--- src/rtl/bits_number_decoder_if.sv ---
// Request/result bundle for bits_number_decoder: the master issues a literal
// and a start strobe, the slave returns the decoded value and status.
interface bits_number_decoder_if;
  logic [79:0] encoded_number;
  logic        decodeNumber;
  logic [63:0] decodedNumber;
  logic [6:0]  bitsToShift;
  logic        decodeDone;
  logic        decodeBusy;
  logic        decodeError;

  modport master (
    output encoded_number,
    output decodeNumber,
    input  decodedNumber,
    input  bitsToShift,
    input  decodeDone,
    input  decodeBusy,
    input  decodeError
  );

  modport slave (
    input  encoded_number,
    input  decodeNumber,
    output decodedNumber,
    output bitsToShift,
    output decodeDone,
    output decodeBusy,
    output decodeError
  );
endinterface

--- src/rtl/bits_number_decoder.sv ---
// Variable-length literal decoder: 5-bit groups (continuation flag + nibble), up to 16 groups.
// Define BITS_NUMDEC_FAST_EN to decode every group combinationally in the start cycle.
module bits_number_decoder (
  input  logic                  clk,
  input  logic                  resetB,
  bits_number_decoder_if.slave  bus_if
);

  typedef enum logic [1:0] {
    IDLE   = 2'd0,
    DECODE = 2'd1,
    DONE   = 2'd2
  } state_t;

  state_t      state_q, state_d;
  logic [63:0] decodedNumber_q, decodedNumber_d;
  logic [6:0]  bitsToShift_q, bitsToShift_d;
  logic        decodeError_q, decodeError_d;
  logic [79:0] encIn;

  assign encIn = bus_if.encoded_number;

  // State and the result registers share one reset domain; results only move on entry to DONE.
  always_ff @(posedge clk or negedge resetB) begin
    if (!resetB) begin
      state_q         <= IDLE;
      decodedNumber_q <= '0;
      bitsToShift_q   <= '0;
      decodeError_q   <= 1'b0;
    end else begin
      state_q         <= state_d;
      decodedNumber_q <= decodedNumber_d;
      bitsToShift_q   <= bitsToShift_d;
      decodeError_q   <= decodeError_d;
    end
  end

`ifdef BITS_NUMDEC_FAST_EN

  logic [63:0] fastAcc;
  logic [6:0]  fastBits;
  logic        fastErr;
  logic        fastFound;

  // Walk the groups in stream order; everything after the terminator is ignored.
  always_comb begin
    fastAcc   = '0;
    fastBits  = '0;
    fastErr   = 1'b1;
    fastFound = 1'b0;
    for (int k = 0; k < 16; k++) begin
      if (!fastFound) begin
        fastAcc  = {fastAcc[59:0], encIn[78 - 5*k -: 4]};
        fastBits = fastBits + 7'd5;
        if (!encIn[79 - 5*k]) begin
          fastFound = 1'b1;
          fastErr   = 1'b0;
        end
      end
    end
  end

  always_comb begin
    state_d         = state_q;
    decodedNumber_d = decodedNumber_q;
    bitsToShift_d   = bitsToShift_q;
    decodeError_d   = decodeError_q;
    case (state_q)
      IDLE, DONE: begin
        state_d = IDLE;
        if (bus_if.decodeNumber) begin
          state_d         = DONE;
          decodedNumber_d = fastAcc;
          bitsToShift_d   = fastBits;
          decodeError_d   = fastErr;
        end
      end
      default: state_d = IDLE;
    endcase
  end

`else

  logic [79:0] shift_q, shift_d;
  logic [63:0] acc_q, acc_d;
  logic [3:0]  count_q, count_d;
  logic        groupFlag;
  logic [3:0]  groupNibble;
  logic [63:0] accNext;
  logic [6:0]  groupsUsed;
  logic [6:0]  groupBits;

  assign groupFlag   = shift_q[79];
  assign groupNibble = shift_q[78:75];
  assign accNext     = {acc_q[59:0], groupNibble};
  assign groupsUsed  = {3'b000, count_q} + 7'd1;
  assign groupBits   = (groupsUsed << 2) + groupsUsed;

  always_ff @(posedge clk or negedge resetB) begin
    if (!resetB) begin
      shift_q <= '0;
      acc_q   <= '0;
      count_q <= '0;
    end else begin
      shift_q <= shift_d;
      acc_q   <= acc_d;
      count_q <= count_d;
    end
  end

  // One group per DECODE cycle; the literal is captured at start so later input changes are invisible.
  always_comb begin
    state_d         = state_q;
    shift_d         = shift_q;
    acc_d           = acc_q;
    count_d         = count_q;
    decodedNumber_d = decodedNumber_q;
    bitsToShift_d   = bitsToShift_q;
    decodeError_d   = decodeError_q;
    case (state_q)
      IDLE, DONE: begin
        state_d = IDLE;
        if (bus_if.decodeNumber) begin
          state_d = DECODE;
          shift_d = encIn;
          acc_d   = '0;
          count_d = '0;
        end
      end
      DECODE: begin
        acc_d   = accNext;
        count_d = count_q + 4'd1;
        shift_d = {shift_q[74:0], 5'b00000};
        if (!groupFlag) begin
          state_d         = DONE;
          decodedNumber_d = accNext;
          bitsToShift_d   = groupBits;
          decodeError_d   = 1'b0;
        end else if (count_q == 4'd15) begin
          state_d         = DONE;
          decodedNumber_d = accNext;
          bitsToShift_d   = 7'd80;
          decodeError_d   = 1'b1;
        end
      end
      default: state_d = IDLE;
    endcase
  end

`endif

  assign bus_if.decodedNumber = decodedNumber_q;
  assign bus_if.bitsToShift   = bitsToShift_q;
  assign bus_if.decodeError   = decodeError_q;
  assign bus_if.decodeDone    = (state_q == DONE);
  assign bus_if.decodeBusy    = (state_q == DECODE);

endmodule

--- src/flat_wrapper.sv ---
// flat-port wrapper written by rule: the top's interface ports become plain ports
module bits_number_decoder_flat 
  (clk, resetB, bus_if_encoded_number, bus_if_decodeNumber, bus_if_decodedNumber, bus_if_bitsToShift, bus_if_decodeDone, bus_if_decodeBusy, bus_if_decodeError);
  bits_number_decoder_if bus_if_i ();
  input  logic clk;
  input  logic resetB;
  input wire logic [$bits(bus_if_i.encoded_number)-1:0] bus_if_encoded_number;
  input wire logic [$bits(bus_if_i.decodeNumber)-1:0] bus_if_decodeNumber;
  output wire logic [$bits(bus_if_i.decodedNumber)-1:0] bus_if_decodedNumber;
  output wire logic [$bits(bus_if_i.bitsToShift)-1:0] bus_if_bitsToShift;
  output wire logic [$bits(bus_if_i.decodeDone)-1:0] bus_if_decodeDone;
  output wire logic [$bits(bus_if_i.decodeBusy)-1:0] bus_if_decodeBusy;
  output wire logic [$bits(bus_if_i.decodeError)-1:0] bus_if_decodeError;
  assign bus_if_i.encoded_number = bus_if_encoded_number;
  assign bus_if_i.decodeNumber = bus_if_decodeNumber;
  assign bus_if_decodedNumber = bus_if_i.decodedNumber;
  assign bus_if_bitsToShift = bus_if_i.bitsToShift;
  assign bus_if_decodeDone = bus_if_i.decodeDone;
  assign bus_if_decodeBusy = bus_if_i.decodeBusy;
  assign bus_if_decodeError = bus_if_i.decodeError;
  bits_number_decoder u_core (.clk(clk), .resetB(resetB), .bus_if(bus_if_i));
endmodule
--- config.mk ---
export PLATFORM = sky130hd
export DESIGN_NAME = bits_number_decoder_flat
export DESIGN_NICKNAME = d
export VERILOG_FILES = /design/src/rtl/bits_number_decoder_if.sv /design/src/rtl/bits_number_decoder.sv /design/src/flat_wrapper.sv
export SDC_FILE = /design/constraint.sdc
export NUM_CORES = 1
export LEC_CHECK = 0
export CORE_MARGIN = 2
export CORE_UTILIZATION = 57
export CTS_BUF_LIST = sky130_fd_sc_hd__clkbuf_16
export CTS_CLUSTER_SIZE = 24
export DETAILED_ROUTE_END_ITERATION = 10
export PLACE_DENSITY_LB_ADDON = 0.15
export SETUP_SLACK_MARGIN = 0.15
export SYNTH_ARGS = -nofsm -noshare
export SYNTH_HDL_FRONTEND = slang
export SYNTH_SLANG_ARGS = --single-unit
--- constraint.sdc ---
create_clock -name clk -period 2.95 [get_ports clk]
set_input_delay 0.885 -clock clk [delete_from_list [all_inputs] [get_ports clk]]
set_output_delay 0.885 -clock clk [all_outputs]
set_load 0.02 [all_outputs]
* Word-level counts from Yosys, hierarchy flattened
Index checks and enable logic that the tools add are counted.
Cells by class: equality and inequality tests 6, add/subtract/negate cells 3, muxes and demuxes 16, reduce and logical (&&, ||, !) cells 5
Operators with widths (number):
- $pmux W80 S2 | 1
- $mux W64 | 2
- $pmux W60 S2 | 1
- $mux W80 | 1
- $mux W60 | 1
- $mux W7 | 2
- $pmux W4 S2 | 1
- $add A7 B7 Y7 | 1
- $add A4 B1 Y5 const B | 1
- $add A4 B1 Y4 const B | 1
- $eq A4 B4 Y1 const B | 1
- $mux W2 | 2
- $mux W4 | 1
- $ne A2 B2 Y1 const B | 2
- $pmux W2 S2 | 1
- $reduce_and A2 Y1 | 2
- $mux W1 | 3
- $ne A3 B3 Y1 const B | 1
- $eq A2 B1 Y1 const B | 1
- $eq A2 B2 Y1 const B | 1
- $logic_not A2 Y1 | 1
- $reduce_bool A2 Y1 | 1
- $reduce_or A2 Y1 | 1
Storage, ports and cells: logic and storage cells 37, register bits after elaboration 218, input bits 83, output and inout bits 74

* Logic depth before layout (Yosys ltp)
Gate-level depths: netlist of the first run.
word-level depth 4, gate-level depth with buffers 8, gate-level depth less buffers 8

* Worst setup path after synthesis of the first run
Ideal clock, no wire load.
kind flip-flop to output port, from reg u_core.state_q[1], to out bus_if_decodeBusy, data arrival time 1.044 ns, path slack 1.021 ns, path buffers 2, stages on the path, launching flop included 5, path through dfrtp_1 > nand2b_2 > inv_4 > buf_4 > buf_2
On the way: longest elaborated chain between the ends 1
RTL lines:
- start: declaration | line bits_number_decoder.sv:15 | state_t state_q, state_d;
- start signal: assignment | line bits_number_decoder.sv:31 | state_q <= state_d;
- $eq A2 B1 Y1 | line bits_number_decoder.sv:156 | assign bus_if.decodeBusy = (state_q == DECODE);
- end: declaration | line flat_wrapper.sv:12 | output wire logic [$bits(bus_if_i.decodeBusy)-1:0] bus_if_decodeBusy;
Every way passes these cells.

* Final worst setup path of the first run
from reg u_core.state_q[0], to out bus_if_decodeDone
On the way: longest elaborated chain between the ends 1
RTL lines:
- $eq A2 B2 Y1 | line bits_number_decoder.sv:155 | assign bus_if.decodeDone = (state_q == DONE);
- end: declaration | line flat_wrapper.sv:11 | output wire logic [$bits(bus_if_i.decodeDone)-1:0] bus_if_decodeDone;
Every way passes these cells.

==> metrics.txt, run 1 <==
status=complete, no violations; most frequently used cell type in the post-synthesis netlist=sky130_fd_sc_hd__dfrtp_1; setup repair after global routing missed its margin=false; Root Buffer Master=sky130_fd_sc_hd__clkbuf_16; share of post-route cells with drive strength above 1=14.4%; count of final hold-check violations=0; sequential cell area=5460 sq um; total wire length after detailed routing=18.7 mm; top cell type's share of synthesized area=60.8%; worst-case vdd ir drop=648 uV; pin count of the biggest net entering global routing=95; register bit count reported by yosys=218; proportion of synthesized chip area in sequential cells=60.8%; Multi-input gate area=3160 sq um; Bufs on Longest Clock Path=3; global placement routability congestion=0.776; worst slew margin relative to its limit=44.5%; post-route antenna net violation count=0; Syn Nets=752; ratio of final minimum period to clock period=86.5%; input/output buffers=156; most numerous cell types in the synthesized netlist=218 x sky130_fd_sc_hd__dfrtp_1, 78 x sky130_fd_sc_hd__nand2_1, 74 x sky130_fd_sc_hd__mux2i_1; total DRC errors in the routed layout=0; final critical-path required period=2.55 ns; startpoint of the most critical setup path=u_core.state_q[0]$_DFFE_PN0P_; GRT Resource Usage Total=23.0%; worst-margin pin slew=0.831 ns; vias in the first global route=6,024; max_cap viols=0; Power Dens Cells=986 nW/um^2; startpoint of the worst register-to-register path=u_core.state_q[1]$_DFFE_PN0P_; number of nets at the end of the flow=900; warning count from the yosys run=0; number of core rows=45; FFs w/ async S/R, synth=100%; die area=16,800 sq um; library cell with the largest summed area after synthesis=sky130_fd_sc_hd__dfrtp_1; number of hold buffers added after CTS=0; cts bufs inserted=23; Critical Path Fanout Max=3; diode insertion count for antenna repair=0; clock sink count=218; count of endpoints failing setup in the final report=0; clock input transition at the sequential cells of the worst setup and hold paths=0.06 ns; insertion delay of the later-clocked pin in the worst-skew pair=0.49 ns; signal arrival time at the worst endpoint=1.67 ns; critical path class=register to primary output; category of the worst setup path capture point=primary output; top flip-flop cell by instance count after synthesis=sky130_fd_sc_hd__dfrtp_1; final worst slack=0.400 ns; die outline height=129 um; core region area=15,300 sq um; count of pins on the block boundary=157; global-route wire length before repair=30.8 mm; number of different library cells in the post-synthesis netlist=31; initial antenna violation count=0; hpwl dp=12.3 mm; final-report max-slew violation count=0; # fillers=1,037; total global routing overflow=0; clock tree from TritonCTS=done; count of flip-flops with a built-in enable after synthesis=0; area of the mapped netlist=8970 sq um; path category of the worst min-delay check=input pin to async pin; effective utilization at floorplan=58.6%; synthesized instance count=664; Total Negative Setup Slacks=0 ns; iteration count of the initial detailed-routing pass=6; # H-tree levels=1; pre-CTS setup slack=0.317 ns; reported leakage power=5.26 nW; First DRT Iteration DRCs=356; overall die width=129 um; Startpoint Class=register; synth top area cells=sky130_fd_sc_hd__dfrtp_1 61%, sky130_fd_sc_hd__mux2i_1 8.3%, sky130_fd_sc_hd__a22o_1 7.0%; per-cell routed wire length=18.0 um; growth of design area from synthesis to finish=27.0%; Worst Clk Skew=0.00898 ns; routed via count=5,819; top achievable clock speed=0.392 GHz; Via-to-Cell Ratio=5.60; critical path data required time=2.07 ns; synthesized area divided by synthesized cell count=13.5 sq um
where the power goes:
group	internal (mW)	total, mW	leakage, nW	switching, mW
sequential	3.91	4.54	2.89	0.622
clock	1.77	2.91	0.393	1.15
combinational	1.72	3.77	1.98	2.06
cells by family after synthesis:
group	Yosys count	synth area share, %
xor+xnor	4	0.391
buf+inv	52	4.06
compound gates	157	11.9
flops	218	60.8
fa+ha+maj	5	0.781
simple gates	90	4.10
mux	138	18.0
layout make-up:
type                            instances  area share (%)
Clock buffer                           23            5.05
Clock inverter                         18            1.64
Inverter                                6           0.264
Multi-Input combinational cell        394            27.8
Sequential cell                       218            47.9
Tap cell                              211            2.32
Timing Repair Buffer                  169            15.1
final timing paths:
kind	to	slack (ns)	cells past startpoint
max	bus_if_decodeDone	0.40	2
min	u_core.bus_if.decodedNumber[21]$_DFFE_PN0P_	0.36	1
max reg2reg	u_core.shift_q[44]$_DFFE_PN0P_	0.62	5
min reg2reg	u_core.shift_q[55]$_DFFE_PN0P_	0.49	2
max in group asynchronous	u_core.shift_q[17]$_DFFE_PN0P_	1.87	2
min in group clk	u_core.shift_q[55]$_DFFE_PN0P_	0.49	2
flip-flops by register name, indices dropped and copies added (netlist names):
name / cells
u_core.state_q: 2
u_core.bus_if.bitsToShift: 7
u_core.shift_q: 80
u_core.acc_q: 60
u_core.bus_if.decodeError: 1
u_core.bus_if.decodedNumber: 64
u_core.count_q: 4
stage by stage:
| step | hold WS (ns) | area (sq um) | power, mW | util, % | instances |
|---|---|---|---|---|---|
| final | 0.361 | 11400 | 11.2 | 74.4 | 1039 |
| after global routing | 0.403 | 11400 | 11.9 | 74.4 | 1039 |
| after CTS | 0.377 | 11400 | 11.3 | 74.4 | 1039 |
| after detailed placement | 0.472 | 10600 | 8.39 | 69.4 | 998 |
| after global placement | 0.460 | 10600 | 8.20 | 69.4 | 998 |
| after floorplan | 0.449 | 8970 | 7.26 | - | 664 |
worst max-delay path, stage by stage (launching register included):
cell and delay (ns):
sky130_fd_sc_hd__dfrtp_1 0.42, sky130_fd_sc_hd__nor2b_1 0.14, sky130_fd_sc_hd__clkdlybuf4s50_1 0.61
layer usage:
metal	wire length, um	vias up	global-route usage (%)	part of all wire, %
li1	-	2654	-	-
met1	7940	2964	31.2	42
met2	9120	167	37.9	49
met3	1270	34	5.57	6.8
met4	354	0	5.88	1.9
met5	0	-	0	0
layout by cell type, fill, tap and decap left out, types with 3 or more instances in the layout:
| cell type | Yosys | layout |
|---|---|---|
| sky130_fd_sc_hd__xor2_1 | 3 | 3 |
| sky130_fd_sc_hd__bufinv_16 | 0 | 4 |
| sky130_fd_sc_hd__a22o_1 | 72 | 72 |
| sky130_fd_sc_hd__inv_1 | 4 | 8 |
| sky130_fd_sc_hd__clkinv_2 | 0 | 5 |
| sky130_fd_sc_hd__clkbuf_16 | 0 | 23 |
| sky130_fd_sc_hd__buf_4 | 19 | 9 |
| sky130_fd_sc_hd__o21ai_0 | 39 | 39 |
| sky130_fd_sc_hd__nor2_1 | 4 | 4 |
| sky130_fd_sc_hd__nand2_1 | 78 | 78 |
| sky130_fd_sc_hd__o21ai_1 | 39 | 39 |
| sky130_fd_sc_hd__mux2_2 | 24 | 24 |
| sky130_fd_sc_hd__clkdlybuf4s50_1 | 0 | 154 |
| sky130_fd_sc_hd__mux2i_1 | 74 | 74 |
| sky130_fd_sc_hd__a21oi_1 | 4 | 4 |
| sky130_fd_sc_hd__mux2_4 | 40 | 40 |
| sky130_fd_sc_hd__clkinv_1 | 0 | 4 |
| sky130_fd_sc_hd__ha_1 | 4 | 4 |
| sky130_fd_sc_hd__dfrtp_1 | 218 | 218 |
| sky130_fd_sc_hd__buf_12 | 4 | 4 |
timing repair:
action | in CTS | in global routing
buffers inserted | 0 | 0
gates resized for setup | 0 | 1
endpoints found under the setup margin | 0 | 1
(Power assumes the default switching activity.)
==> inputs of run 2 (changes only) <==
- CAP_MARGIN: default -> 20
==> results of run 2 <==
Final layout, timing and power as in run 1 (identical DEF).
==> inputs of run 3 (changes only) <==
- CORE_MARGIN: 2 -> 4
- SKIP_LAST_GASP: default -> 1
==> metrics.txt, run 3 (synthesis results as in run 1) <==
status=complete, no violations; # fillers=1,055 (+1.7%); critical path class=register to primary output; Worst Clk Skew=0.0114 ns (+0.00243 ns); worst-margin pin slew=1.00 ns (+0.170 ns); core region area=15,300 sq um (unchanged); total wire length after detailed routing=18.3 mm (-2.1%); top achievable clock speed=0.379 GHz (-3.2%); max reg flops=80 (unchanged); category of the worst setup path capture point=primary output; share of post-route cells with drive strength above 1=14.5% (+0.16 points); overall die width=133 um (+3.1%); hpwl dp=12.1 mm (-1.5%); worst-case vdd ir drop=593 uV (-8.5%); commonest non-fill, non-tap cell in the layout=sky130_fd_sc_hd__dfrtp_1; worst slew margin relative to its limit=33.2% (-11 points); Critical Path Max Stage Delay=0.38 ns (-0.23 ns); insertion delay of the later-clocked pin in the worst-skew pair=0.51 ns (+0.02 ns); commonest non-fill, non-tap cells in the layout=218 x sky130_fd_sc_hd__dfrtp_1, 154 x sky130_fd_sc_hd__clkdlybuf4s50_1, 78 x sky130_fd_sc_hd__nand2_1; Bufs on Longest Clock Path=3 (unchanged); reported leakage power=5.24 nW (-0.52%); clock input transition at the sequential cells of the worst setup and hold paths=0.06 ns (about the same); number of buffer and inverter instances along the worst setup path=2 (+1); critical path's slowest cell=sky130_fd_sc_hd__dlygate4sd2_1; per-cell routed wire length=17.6 um (-1.9%); Root Buffer Master=sky130_fd_sc_hd__clkbuf_16; final worst slack=0.315 ns (-0.0849 ns); Total Negative Setup Slacks=0 ns (unchanged); diode insertion count for antenna repair=0 (unchanged); cell count after placement=995 (-0.30%); Power Dens Cells=977 nW/um^2 (-0.89%); count of endpoints failing setup in the final report=0 (unchanged); post-route antenna net violation count=0 (unchanged); reg-to-reg setup timing slack=0.79 ns (+0.17 ns); vias in the first global route=5,906 (-2.0%); Startpoint Class=register; GRT Resource Usage Total=20.8% (-2.2 points); cell chain of the critical path=nand2b_2 > inv_8 > dlygate4sd2_1; routed via count=5,676 (-2.5%); path category of the worst min-delay check=input pin to async pin; clock tree from TritonCTS=done; pre-CTS setup slack=0.195 ns (-0.122 ns); count of final hold-check violations=0 (unchanged); total DRC errors in the routed layout=0 (unchanged); final-report max-slew violation count=0 (unchanged); setup repair after global routing missed its margin=false; clock sink count=218 (unchanged); end-of-flow core utilization=74.2% (-0.16 points); final critical-path required period=2.64 ns (+0.0849 ns); die outline height=133 um (+3.1%); count of non-filler cells in the finished layout=1,037 (-0.19%); Via-to-Cell Ratio=5.47 (-2.3%); initial antenna violation count=2 (+2); # H-tree levels=1 (unchanged); power consumption=11.1 mW (-1.1%); cts bufs inserted=23 (unchanged); Critical Path Fanout Max=43 (+40); growth of design area from synthesis to finish=26.7%; input/output buffers=156 (unchanged); number of core rows=45 (unchanged); total setup buffers inserted after CTS=0 (unchanged); number of nets at the end of the flow=897 (-0.33%); family with the most delay on the worst path=buffers and inverters; total global routing overflow=0 (unchanged); effective utilization at floorplan=58.6% (unchanged); register with the most flip-flops=u_core.shift_q; max_cap viols=0 (unchanged); die area=17,800 sq um (+6.3%); First DRT Iteration DRCs=224 (-37%); count of pins on the block boundary=157 (unchanged); global placement routability congestion=0.793 (+2.3%); critical path data required time=2.07 ns (about the same); pin count of the biggest net entering global routing=119 (+25%); iteration count of the initial detailed-routing pass=4 (-2); global-route wire length before repair=30.7 mm (-0.45%); signal arrival time at the worst endpoint=1.75 ns (+0.08 ns); ratio of final minimum period to clock period=89.3% (+2.9 points)
[run 3: timing repair]
item | CTS | global route
hold buffers | 0 | 0
endpoints found under the setup margin | 1 | 0
resized for setup | 2 | 0
[run 3: layer usage]
layer	track usage [%]	wire length (um)
met3	5.70	1220
met4	4.91	323
met5	0	26
met2	33.6	8770
met1	28.5	7940
[run 3: worst reg2reg max path, cell delays in order (launching register included)]
cell and delay (ns):
sky130_fd_sc_hd__dfrtp_1 0.37, sky130_fd_sc_hd__nand2b_2 0.26, sky130_fd_sc_hd__inv_8 0.23, sky130_fd_sc_hd__buf_4 0.83
sky130_fd_sc_hd__o21ai_0 0.30
[run 3: final timing paths]
path,start,endpoint,depth (start not counted)
min reg2reg,u_core.shift_q[73]$_DFFE_PN0P_,u_core.shift_q[78]$_DFFE_PN0P_,2
min,resetB,u_core.bus_if.decodedNumber[17]$_DFFE_PN0P_,1
min in group clk,u_core.shift_q[73]$_DFFE_PN0P_,u_core.shift_q[78]$_DFFE_PN0P_,2
max reg2reg,u_core.state_q[1]$_DFFE_PN0P_,u_core.shift_q[43]$_DFFE_PN0P_,4
max in group asynchronous,resetB,u_core.shift_q[60]$_DFFE_PN0P_,2
max,u_core.state_q[1]$_DFFE_PN0P_,bus_if_decodeBusy,3
[run 3: area by class of cell]
cell class / count / area [sq um] / area share (%)
timing repair buffer: 166 / 1690 / 14.9
clock inverter: 19 / 185 / 1.63
sequential: 218 / 5460 / 48.0
inverter: 6 / 32.5 / 0.286
multi-input combinational: 394 / 3160 / 27.8
tap: 211 / 264 / 2.32
clock buffer: 23 / 576 / 5.06
[run 3: power breakdown]
| group | switching (mW) | internal, mW | total, mW |
|---|---|---|---|
| sequential | 0.619 | 3.92 | 4.53 |
| combinational | 2.00 | 1.70 | 3.70 |
| clock | 1.17 | 1.70 | 2.86 |
| total | 3.79 | 7.31 | 11.1 |
[run 3: metrics by stage]
step	cell area (sq um)	hold slack (ns)
after floorplan	8970	0.449
after global placement	10600	0.462
after detailed placement	10600	0.470
after CTS	11400	0.371
after global routing	11400	0.385
final	11400	0.349
